**config.mk**
```make
export PLATFORM = sky130hd
export DESIGN_NAME = odeme_istemci_flat
export DESIGN_NICKNAME = d
export VERILOG_FILES = /design/src/rtl/odeme_istemci_pkg.sv /design/src/rtl/odeme_istemci_if.sv /design/src/rtl/odeme_istemci_geri_sayac.sv /design/src/rtl/odeme_istemci.sv /design/src/flat_wrapper.sv
export SDC_FILE = /design/constraint.sdc
export NUM_CORES = 1
export LEC_CHECK = 0
export ABC_AREA = 0
export CORE_ASPECT_RATIO = 1.2
export CORE_MARGIN = 3
export CORE_UTILIZATION = 30
export DETAILED_ROUTE_END_ITERATION = 6
export MAX_ROUTING_LAYER = met4
export PLACE_DENSITY = 0.59
export SLEW_MARGIN = 0
export SYNTH_ARGS = -nofsm -noshare
export SYNTH_HDL_FRONTEND = slang
export SYNTH_SLANG_ARGS = --single-unit
```
**constraint.sdc**
```tcl
create_clock -name saat -period 2.9 [get_ports saat]
set_clock_uncertainty 0.05 [all_clocks]
set_input_delay 0.435 -clock saat [delete_from_list [all_inputs] [get_ports saat]]
set_output_delay 0.435 -clock saat [all_outputs]
set_load 0.005 [all_outputs]
```
**src/rtl/odeme_istemci_pkg.sv**
```systemverilog
// odeme_pkg: shared widths, FSM state encoding and the saturating top-up
// helper for the turnstile payment requester (odeme_istemci).
package odeme_pkg;

   localparam int UCRET_W    = 8;    // fare width
   localparam int BAKIYE_W   = 9;    // balance width
   localparam int BAKIYE_MAX = 511;  // balance saturation ceiling
   localparam int SAYAC_W    = 8;    // shared down-counter width

   localparam logic [2:0] S_BOSTA = 3'd0;
   localparam logic [2:0] S_ISTEK = 3'd1;
   localparam logic [2:0] S_BEKLE = 3'd2;
   localparam logic [2:0] S_GECIS = 3'd3;
   localparam logic [2:0] S_RED   = 3'd4;

   typedef enum logic [2:0] {
      BOSTA = S_BOSTA,
      ISTEK = S_ISTEK,
      BEKLE = S_BEKLE,
      GECIS = S_GECIS,
      RED   = S_RED
   } durum_t;

   // Top-up add, clamped at BAKIYE_MAX instead of wrapping.
   function automatic logic [BAKIYE_W-1:0] doygun_topla(input logic [BAKIYE_W-1:0] a,
                                                        input logic [UCRET_W-1:0]  b);
      logic [BAKIYE_W:0] t;
      t = {1'b0, a} + {2'b00, b};
      if (t > (BAKIYE_W+1)'(BAKIYE_MAX)) return BAKIYE_W'(BAKIYE_MAX);
      return t[BAKIYE_W-1:0];
   endfunction

endpackage

```
**src/rtl/odeme_istemci_if.sv**
```systemverilog
// odeme_istemci_if: request/reply bundle between the card-side requester and
// the payment unit.
//  basla    requester -> unit  one-cycle request strobe
//  ucret    requester -> unit  fare
//  bakiye   requester -> unit  card balance at tap time
//  bitti    unit -> requester  reply strobe
//  onay     unit -> requester  approval, valid with bitti
//  k_bakiye unit -> requester  remaining balance, valid with bitti
interface odeme_istemci_if;
   import odeme_pkg::*;

   logic                basla;
   logic [UCRET_W-1:0]  ucret;
   logic [BAKIYE_W-1:0] bakiye;
   logic                bitti;
   logic                onay;
   logic [BAKIYE_W-1:0] k_bakiye;

   modport master (output basla, ucret, bakiye, input bitti, onay, k_bakiye);
   modport slave  (input basla, ucret, bakiye, output bitti, onay, k_bakiye);
endinterface

```
**src/rtl/odeme_istemci_geri_sayac.sv**
```systemverilog
// geri_sayac: loadable down-counter with a zero flag. One instance is time-
// shared between the reply timeout and the gate-open duration, since those
// two phases never overlap.
//  saat/reset  clock, async active-low reset (count clears to 0)
//  yukle_i     load deger_i (wins over azalt_i)
//  azalt_i     decrement, holds at zero
//  sifir_o     count is zero
module geri_sayac #(
   parameter int W = 8
) (
   input  logic         saat,
   input  logic         reset,
   input  logic         yukle_i,
   input  logic         azalt_i,
   input  logic [W-1:0] deger_i,
   output logic         sifir_o
);
   logic [W-1:0] say_q, say_d;

   always_comb begin
      say_d = say_q;
      if (yukle_i)                    say_d = deger_i;
      else if (azalt_i && say_q != '0) say_d = say_q - W'(1);
   end

   always_ff @(posedge saat or negedge reset) begin
      if (!reset) say_q <= '0;
      else        say_q <= say_d;
   end

   assign sifir_o = (say_q == '0);
endmodule

```
**src/rtl/odeme_istemci.sv**
```systemverilog
// odeme_istemci: requester side of the turnstile payment handshake.
// Holds the card balance, turns a tap into a one-cycle basla request and
// waits for the payment unit's reply, then opens the gate or rejects.
//  saat, reset            clock, async active-low reset
//  kart_okut, ucret_sec   card tap and fare selector
//  yukle, yukleme         top-up request and amount (accepted only when idle)
//  bus (master)           basla/ucret/bakiye out, bitti/onay/k_bakiye in
//  kart_bakiye            card balance register
//  gecis, red             gate open (GECIS_SURESI cycles) / reject pulse
//  zaman_asimi            timeout pulse, coincides with red
//  tutarsiz               sticky reply-balance mismatch flag
//  mesgul                 any state other than BOSTA
module odeme_istemci
   import odeme_pkg::*;
#(
   parameter logic [UCRET_W-1:0]  UCRET_0          = 8'd25,
   parameter logic [UCRET_W-1:0]  UCRET_1          = 8'd40,
   parameter logic [UCRET_W-1:0]  UCRET_2          = 8'd60,
   parameter logic [UCRET_W-1:0]  UCRET_3          = 8'd100,
   parameter int                  ZAMAN_ASIMI      = 15,
   parameter int                  GECIS_SURESI     = 8,
   parameter logic [BAKIYE_W-1:0] BASLANGIC_BAKIYE = 9'd0
) (
   input  logic                saat,
   input  logic                reset,
   input  logic                kart_okut,
   input  logic [1:0]          ucret_sec,
   input  logic                yukle,
   input  logic [UCRET_W-1:0]  yukleme,
   odeme_istemci_if.master     bus,
   output logic [BAKIYE_W-1:0] kart_bakiye,
   output logic                gecis,
   output logic                red,
   output logic                zaman_asimi,
   output logic                tutarsiz,
   output logic                mesgul
);
   // Counter is reloaded with N-1 and the phase ends on the cycle it is seen
   // at zero, giving exactly N cycles in BEKLE / GECIS.
   localparam logic [SAYAC_W-1:0] ZA_YUK = SAYAC_W'(ZAMAN_ASIMI - 1);
   localparam logic [SAYAC_W-1:0] GS_YUK = SAYAC_W'(GECIS_SURESI - 1);

   durum_t              durum_q, durum_d;
   logic [UCRET_W-1:0]  ucret_q, ucret_d, secili_ucret;
   logic [BAKIYE_W-1:0] bakiye_q, bakiye_d;
   logic [BAKIYE_W-1:0] kart_q, kart_d;
   logic                tut_q, tut_d;
   logic                za_q, za_d;
   logic                basla_q, gecis_q, red_q, mesgul_q;
   logic                say_yukle, say_azalt, say_sifir;
   logic [SAYAC_W-1:0]  say_deger;

   geri_sayac #(.W(SAYAC_W)) u_sayac (
      .saat    (saat),
      .reset   (reset),
      .yukle_i (say_yukle),
      .azalt_i (say_azalt),
      .deger_i (say_deger),
      .sifir_o (say_sifir)
   );

   always_comb begin
      secili_ucret = UCRET_0;
      case (ucret_sec)
         2'd0:    secili_ucret = UCRET_0;
         2'd1:    secili_ucret = UCRET_1;
         2'd2:    secili_ucret = UCRET_2;
         default: secili_ucret = UCRET_3;
      endcase
   end

   always_comb begin
      durum_d   = durum_q;
      ucret_d   = ucret_q;
      bakiye_d  = bakiye_q;
      kart_d    = kart_q;
      tut_d     = tut_q;
      za_d      = 1'b0;
      say_yukle = 1'b0;
      say_azalt = 1'b0;
      say_deger = '0;
      case (durum_q)
         BOSTA: begin
            // Top-up has priority; a simultaneous tap is dropped.
            if (yukle) kart_d = doygun_topla(kart_q, yukleme);
            else if (kart_okut) begin
               ucret_d  = secili_ucret;
               bakiye_d = kart_q;
               durum_d  = ISTEK;
            end
         end
         ISTEK: begin
            durum_d   = BEKLE;
            say_yukle = 1'b1;
            say_deger = ZA_YUK;
         end
         BEKLE: begin
            if (bus.bitti) begin
               // On approval the unit must report exactly bakiye-ucret.
               if (bus.onay && bus.k_bakiye == bakiye_q - {1'b0, ucret_q}) begin
                  kart_d    = bus.k_bakiye;
                  durum_d   = GECIS;
                  say_yukle = 1'b1;
                  say_deger = GS_YUK;
               end else begin
                  if (bus.onay) tut_d = 1'b1;
                  durum_d = RED;
               end
            end else if (say_sifir) begin
               za_d    = 1'b1;
               durum_d = RED;
            end else begin
               say_azalt = 1'b1;
            end
         end
         GECIS: begin
            if (say_sifir) durum_d = BOSTA;
            else           say_azalt = 1'b1;
         end
         RED:     durum_d = BOSTA;
         default: durum_d = BOSTA;
      endcase
   end

   // Status outputs are decoded from the next state so they line up with it.
   always_ff @(posedge saat or negedge reset) begin
      if (!reset) begin
         durum_q  <= BOSTA;
         ucret_q  <= '0;
         bakiye_q <= '0;
         kart_q   <= BASLANGIC_BAKIYE;
         tut_q    <= 1'b0;
         za_q     <= 1'b0;
         basla_q  <= 1'b0;
         gecis_q  <= 1'b0;
         red_q    <= 1'b0;
         mesgul_q <= 1'b0;
      end else begin
         durum_q  <= durum_d;
         ucret_q  <= ucret_d;
         bakiye_q <= bakiye_d;
         kart_q   <= kart_d;
         tut_q    <= tut_d;
         za_q     <= za_d;
         basla_q  <= (durum_d == ISTEK);
         gecis_q  <= (durum_d == GECIS);
         red_q    <= (durum_d == RED);
         mesgul_q <= (durum_d != BOSTA);
      end
   end

   assign bus.basla   = basla_q;
   assign bus.ucret   = ucret_q;
   assign bus.bakiye  = bakiye_q;
   assign kart_bakiye = kart_q;
   assign gecis       = gecis_q;
   assign red         = red_q;
   assign zaman_asimi = za_q;
   assign tutarsiz    = tut_q;
   assign mesgul      = mesgul_q;
endmodule

```
**src/flat_wrapper.sv**
```systemverilog
// flat-port wrapper written by rule: the top's interface ports become plain ports
module odeme_istemci_flat import odeme_pkg::*;
#(
   parameter logic [UCRET_W-1:0]  UCRET_0          = 8'd25,
   parameter logic [UCRET_W-1:0]  UCRET_1          = 8'd40,
   parameter logic [UCRET_W-1:0]  UCRET_2          = 8'd60,
   parameter logic [UCRET_W-1:0]  UCRET_3          = 8'd100,
   parameter int                  ZAMAN_ASIMI      = 15,
   parameter int                  GECIS_SURESI     = 8,
   parameter logic [BAKIYE_W-1:0] BASLANGIC_BAKIYE = 9'd0
)
  (saat, reset, kart_okut, ucret_sec, yukle, yukleme, kart_bakiye, gecis, red, zaman_asimi, tutarsiz, mesgul, bus_basla, bus_ucret, bus_bakiye, bus_bitti, bus_onay, bus_k_bakiye);
  odeme_istemci_if bus_i ();
  input  logic saat;
  input  logic reset;
  input  logic kart_okut;
  input  logic [1:0] ucret_sec;
  input  logic yukle;
  input  logic [UCRET_W-1:0] yukleme;
  output logic [BAKIYE_W-1:0] kart_bakiye;
  output logic gecis;
  output logic red;
  output logic zaman_asimi;
  output logic tutarsiz;
  output logic mesgul;
  output wire logic [$bits(bus_i.basla)-1:0] bus_basla;
  output wire logic [$bits(bus_i.ucret)-1:0] bus_ucret;
  output wire logic [$bits(bus_i.bakiye)-1:0] bus_bakiye;
  input wire logic [$bits(bus_i.bitti)-1:0] bus_bitti;
  input wire logic [$bits(bus_i.onay)-1:0] bus_onay;
  input wire logic [$bits(bus_i.k_bakiye)-1:0] bus_k_bakiye;
  assign bus_basla = bus_i.basla;
  assign bus_ucret = bus_i.ucret;
  assign bus_bakiye = bus_i.bakiye;
  assign bus_i.bitti = bus_bitti;
  assign bus_i.onay = bus_onay;
  assign bus_i.k_bakiye = bus_k_bakiye;
  odeme_istemci #(.UCRET_0(UCRET_0), .UCRET_1(UCRET_1), .UCRET_2(UCRET_2), .UCRET_3(UCRET_3), .ZAMAN_ASIMI(ZAMAN_ASIMI), .GECIS_SURESI(GECIS_SURESI), .BASLANGIC_BAKIYE(BASLANGIC_BAKIYE)) u_core (.saat(saat), .reset(reset), .kart_okut(kart_okut), .ucret_sec(ucret_sec), .yukle(yukle), .yukleme(yukleme), .bus(bus_i), .kart_bakiye(kart_bakiye), .gecis(gecis), .red(red), .zaman_asimi(zaman_asimi), .tutarsiz(tutarsiz), .mesgul(mesgul));
endmodule
```
==> flow_summary_export.csv, run 1 <==
group,metric,value,unit
status,run_status,"finished clean",
final_layout,area_delta_synth_final,35.1,%
cts,cts_buffers,5,
floorplanning,ios,57,
hold_path,worstHoldPathType,"in2async",
synthesis,ys.flop_type,"dfrtp_1",
flow_run,drv_cap,0,
synthesis,ys_types,51,
floorplanning,dieHeight,108,um
synthesis,synth_area_leaders,"dfrtp_1, ha_1, xnor2_1",
timing,drv_slew,0,
synthesis,yosys.area.top_type,"dfrtp_1",
global_routing,use_met3,0.0308,
timing,max_clock_freq,358,MHz
synthesis,synth_seq_cells,41,
floorplanning,dieArea,9760,um2
power_and_ir_drop,combPwrFrac,0.646,
timing,tightest_slew,0.930,ns
power_and_ir_drop,intPower,2.34,mW
synthesis,synth_top_area_frac,0.397,
critical_path,path_max_fanout,5,
power_and_ir_drop,power.total,4.00,mW
timing,period_share,0.962,
synthesis,ys_seq_area_frac,0.397,
synthesis,yosys-top-cells-count,"dfrtp_1, nand2_1, inv_1",
global_routing,antenna_found_initial,0,
critical_path,cp-start-kind,"flip-flop",
critical_path,cp_slowest_cell,"dfrtp_1",
detailed_routing,num_vias,2137,
global_routing,top_usage_layer,"met2",
critical_path,crit_type,"reg2reg",
synthesis,netlist_instances,270,
power_and_ir_drop,power-per-cell-area,1150,nW/um2
synthesis,synth_most_common_cell,"dfrtp_1",
power_and_ir_drop,ir_drop,0.455,mV
floorplanning,die_width,90.7,um
floorplanning,start_util,0.313,
detailed_routing,wl_per_cell,14.2,um
cts,cts.sinks,41,
cts,holdBufCountCts,0,
final_layout,diodes,0,
critical_path,crit_arrival,2.96,ns
detailed_routing,drt-pass1-iter-count,4,
final_layout,layout.nets,384,
global_routing,grt_max_degree,42,
placed_design,io_buffers,54,
power_and_ir_drop,power.switching,1.66,mW
synthesis,synth_edf_count,0,
critical_path,path_cells,"inv_1, ha_2, ha_2, xnor3_1, nor3_2, nand2_1, a2111oi_4, o2111ai_4, nand2_8, clkbuf_4, buf_4, mux2i_1",
critical_path,end_kind,"flip-flop",
placed_design,dp_hpwl,4.99,mm
cts,cts_tree,"done",
global_routing,grt_usage,0.140,
power_and_ir_drop,power_leakage,1.54,nW
synthesis,async_flop_share,1.00,
critical_path,critPathMaxStageDelay,0.38,ns
cts,htreeDepth,2,
synthesis,synth.avg_cell_area,9.56,um2
floorplanning,core_area,8240,um2
timing,relSlewSlack,0.380,
detailed_routing,routed_wl,6.47,mm
global_routing,grt_pass1_wl,10.5,mm
global_routing,grt_util_met2,0.236,
placed_design,post_dp_cell_area,3260,um2
power_and_ir_drop,switching_share,0.415,
final_layout,drive_above_1_share,0.126,
floorplanning,std_cell_rows,36,
global_routing,grt_overflow,0,
detailed_routing,drt_iter0_drc,79,
timing,setup_viol,0,
synthesis,netlist_area,2580,um2
power_and_ir_drop,pwr-share-clk,0.105,
placed_design,gp_congestion,0.819,
final_layout,final_cell_area,3490,um2
detailed_routing,viasPerCell,4.69,
critical_path,r2r-start,"u_core.bus.bakiye[0]",
synthesis,yosys_warnings,0,
cts,root_buffer,"clkbuf_8",
cts,clk-insertion-delay-late,0.30,ns
detailed_routing,drc,0,
global_routing,grt_pass1_vias,2168,
cts,cts.clk_slew.worst_paths,0.08,ns
detailed_routing,ant_nets,0,
cts,cts_max_path_buffers,2,
power_and_ir_drop,power_frac_seq,0.249,
timing,hold_violations,0,
global_routing,use_met1,0.165,
timing,period_needed,2.79,ns
critical_path,crit_start,"u_core.bus.bakiye[0]",
critical_path,crit_top_cell,"ha_2",
critical_path,required,3.07,ns
==> path summary, 6_finish.rpt <==
| kind | endpoint | slack (ns) | cells past startpoint |
|---|---|---|---|
| max in group asynchronous | u_core.zaman_asimi | 1.99 | 1 |
| min in group saat | u_core.tutarsiz | 0.41 | 1 |
| worst max register to register | u_core.kart_bakiye[3] | 0.11 | 12 |
| worst min-delay path | u_core.bus.ucret[2] | 0.23 | 1 |
| worst min register to register | u_core.tutarsiz | 0.41 | 1 |
| worst max-delay path | u_core.kart_bakiye[3] | 0.11 | 12 |
==> cells by family (layout without fill, tap and decap cells) <==
family | Yosys count | count (layout) | synth area share
AOI/OAI and AO/OA | 61 | 61 | 0.162
muxes | 11 | 11 | 0.0470
adders and majority gates | 18 | 18 | 0.0901
other | 1 | 2 | 0.00145
and+or+nand+nor | 86 | 86 | 0.169
buffers and inverters | 28 | 99 | 0.0465
xor gates and xnor gates | 24 | 24 | 0.0867
DFF | 41 | 41 | 0.397
==> timing repair <==
| item | CTS | global route |
|---|---|---|
| setup buffers | 0 | 10 |
| endpoints found under the setup margin | 0 | 4 |
| resized for setup | 0 | 13 |
==> routing by layer <==
metal,part of all wire,vias up
met4,0.022,0
li1,-,1071
met3,0.048,12
met2,0.49,52
met1,0.44,1002
met5,0,-
==> sequential cells by signal, indices dropped and copies added, names as in the netlist <==
name / flops
u_core.u_sayac.say_q: 8
u_core.gecis: 1
u_core.zaman_asimi: 1
u_core.bus.ucret: 6
u_core.durum_q: 3
u_core.red: 1
u_core.bus.basla: 1
u_core.mesgul: 1
u_core.kart_bakiye: 9
u_core.tutarsiz: 1
u_core.bus.bakiye: 9
==> metrics by stage <==
| stage | TNS [ns] | std cells | hold slack [ns] | worst slack, ns | utilization |
|---|---|---|---|---|---|
| after floorplan | 0 | 271 | 0.0894 | 0.302 | - |
| after global placement | 0 | 438 | 0.396 | 0.154 | 0.396 |
| after detailed placement | 0 | 438 | 0.397 | 0.0889 | 0.396 |
| after CTS | 0 | 446 | 0.268 | 0.0866 | 0.408 |
| after global routing | -0.0576 | 456 | 0.305 | -0.0318 | 0.423 |
| final | 0 | 456 | 0.227 | 0.109 | 0.423 |
==> cell type report <==
cell class	count	area (um2)
Multi-Input combinational cell	202	1480
Timing Repair Buffer	69	652
Sequential cell	41	1030
Inverter	22	82.6
Clock buffer	7	96.3
Clock inverter	1	5.00
Tap cell	114	143
Fill cell	832	4750
==> critical path, delay by kind of cell (launching register included) <==
kind	cells	cell delay, ns
adders and majority gates	2	0.40
buffers and inverters	3	0.38
DFF	1	0.38
and+or+nand+nor	3	0.51
muxes	1	0.16
AOI/OAI and AO/OA	2	0.50
xor gates and xnor gates	1	0.31
==> power groups by stage <==
stage / combinational [mW] / sequential [mW] / clock [mW]
2_1_floorplan: 1.62 / 0.980 / 0
3_3_place_gp: 2.42 / 0.995 / 0
3_5_place_dp: 2.44 / 1.00 / 0
4_1_cts: 2.45 / 0.993 / 0.436
5_1_grt: 2.88 / 1.03 / 0.460
6_report: 2.58 / 0.994 / 0.421
==> cell usage in the layout, fill, tap and decap left out, types with 8 or more instances in the layout <==
cell	count
nand2_1	33
clkdlybuf4s50_1	53
buf_4	13
a21oi_1	11
xnor2_1	16
dfrtp_1	41
nor2_1	16
ha_1	13
o21ai_0	16
inv_1	22
mux2i_1	8
Power figures use the tool's default switching activity.
==> run 2: changes to the inputs <==
--- a/config.mk
+++ b/config.mk
@@ -8,10 +8,10 @@
 export ABC_AREA = 0
 export CORE_ASPECT_RATIO = 1.2
 export CORE_MARGIN = 3
-export CORE_UTILIZATION = 30
+export CORE_UTILIZATION = 50
 export DETAILED_ROUTE_END_ITERATION = 6
 export MAX_ROUTING_LAYER = met4
-export PLACE_DENSITY = 0.59
+export PLACE_DENSITY = 0.86
 export SLEW_MARGIN = 0
 export SYNTH_ARGS = -nofsm -noshare
 export SYNTH_HDL_FRONTEND = slang
==> run 2 against run 1 <==
  * Global-route usage rose by 7.8 points
  * Combinational power down 4%
  * Routed wire length is 4.3% lower
  * Largest cell class unchanged
  * Via count rose by 1.5%
  * Register-to-register slack gained 0.04 ns
  * Critical path depth shrank 1
  * Setup slack improved by 0.039 ns
  * Hold slack worse by 0.019 ns
  * Sequential share of layout area up 1.6 points
  * Cell area down 5.2%
==> flow_summary_export.csv, run 2 (synthesis results as in run 1) <==
group,metric,value,unit
status,run_status,"finished clean",
global_routing,grt_usage,0.218,
power_and_ir_drop,power.total,3.85,mW
global_routing,grt_overflow,0,
critical_path,cp-start-kind,"flip-flop",
timing,setup_tns,0,ns
cts,root_buffer,"clkbuf_8",
critical_path,cp_slowest_cell,"dfrtp_1",
cts,clk-insertion-delay-late,0.30,ns
critical_path,cp_top_family,"compound AO/OA/AOI/OAI gates",
cts,cts_max_path_buffers,2,
hold_path,worstHoldPathType,"in2async",
final_layout,most-common-layout-cells,"clkdlybuf4s50_1, dfrtp_1, nand2_1",
floorplanning,ios,57,
detailed_routing,drc,0,
floorplanning,dieHeight,84.7,um
timing,setup_viol,0,
final_layout,layout.nets,376,
cts,cts.clk_slew.worst_paths,0.09,ns
floorplanning,std_cell_rows,28,
detailed_routing,drt-pass1-iter-count,4,
timing,relSlewSlack,0.399,
floorplanning,start_util,0.519,
critical_path,path_max_fanout,5,
cts,cts_tree,"done",
detailed_routing,wl_per_cell,15.7,um
final_layout,final_common_cell,"clkdlybuf4s50_1",
timing,period_share,0.949,
final_layout,diodes,0,
critical_path,crit_arrival,2.88,ns
timing,hold_violations,0,
placed_design,gp_congestion,0.883,
floorplanning,die_width,71.6,um
critical_path,critPathMaxStageDelay,0.36,ns
global_routing,grt_pass1_wl,10.0,mm
cts,cts.sinks,41,
timing,tightest_slew,0.901,ns
floorplanning,core_area,4970,um2
power_and_ir_drop,power-per-cell-area,1160,nW/um2
floorplanning,dieArea,6070,um2
critical_path,required,3.03,ns
cts,htreeDepth,2,
detailed_routing,num_vias,2170,
timing,period_needed,2.75,ns
timing,max_clock_freq,363,MHz
final_layout,area_delta_synth_final,28.1,%
power_and_ir_drop,power_leakage,1.49,nW
timing,drv_slew,0,
critical_path,crit_type,"reg2reg",
critical_path,end_kind,"flip-flop",
critical_path,cp_num_buf_inv,3,
detailed_routing,viasPerCell,5.52,
global_routing,grt_max_degree,42,
power_and_ir_drop,ir_drop,0.683,mV
placed_design,dp_hpwl,4.88,mm
timing,hold_slack,0.208,ns
flow_run,drv_cap,0,
detailed_routing,drt_iter0_drc,136,
final_layout,fill_cells,393,
global_routing,grt_pass1_vias,2139,
placed_design,io_buffers,54,
detailed_routing,ant_nets,0,
cts,holdBufCountCts,0,
final_layout,drive_above_1_share,0.0841,
cts,cts_buffers,5,
detailed_routing,routed_wl,6.19,mm
critical_path,path_cells,"inv_1, ha_1, ha_1, nand2b_1, a21oi_1, o21ai_0, buf_4, o2111ai_4, buf_4, nand2_1, a211o_1",
global_routing,antenna_found_initial,0,
==> run 2: cell types whose count changed in the layout (fill, tap and decap cells not counted), sizes merged <==
| cell | before | now |
|---|---|---|
| clkbuf | 8 | 6 |
| clkinv | 1 | 0 |
| clkinvlp | 0 | 1 |
| buf | 15 | 8 |
==> run 2: report_power, final <==
part	switching (mW)	total, mW	internal [mW]
Combinational	1.25	2.48	1.23
Clock	0.195	0.383	0.188
Sequential	0.194	0.987	0.793
==> run 2: worst paths after layout <==
path | depth (start not counted) | slack (ns) | from | end
max in group asynchronous | 1 | 2.01 | reset | u_core.mesgul
worst max register to register | 11 | 0.15 | u_core.bus.bakiye[0] | u_core.u_sayac.say_q[1]
worst max-delay path | 11 | 0.15 | u_core.bus.bakiye[0] | u_core.u_sayac.say_q[1]
min in group saat | 1 | 0.43 | u_core.tutarsiz | u_core.tutarsiz
worst min register to register | 1 | 0.43 | u_core.tutarsiz | u_core.tutarsiz
worst min-delay path | 1 | 0.21 | reset | u_core.bus.bakiye[4]
==> run 2: area by class of cell <==
type	instances	area, um2	share of cell area
multi-input cells	202	1450	0.437
flip-flops and latches	41	1030	0.310
clock inverters	1	7.51	0.00227
inverters	22	82.6	0.0250
well taps	60	75.1	0.0227
repair buffers	61	588	0.178
clock buffers	6	82.6	0.0250
==> run 2: stage by stage <==
step	worst slack, ns	utilization	cells	instance area [um2]
floorplan	0.302	-	271	2590
global placement	0.189	0.643	384	3200
detailed placement	0.0762	0.643	384	3200
CTS	0.0596	0.661	391	3290
global route	-0.00729	0.665	393	3310
finish	0.149	0.665	393	3310
==> run 2: what timing repair did <==
action,4_1_cts,5_1_grt
endpoints found under the setup margin,0,4
setup buffers,0,2
gates resized for setup,0,2
==> run 2: metal layers <==
layer | global-route usage | share of wire
met5 | - | 0
met4 | 0.0752 | 0.020
met3 | 0.0479 | 0.050
met2 | 0.364 | 0.51
met1 | 0.257 | 0.42
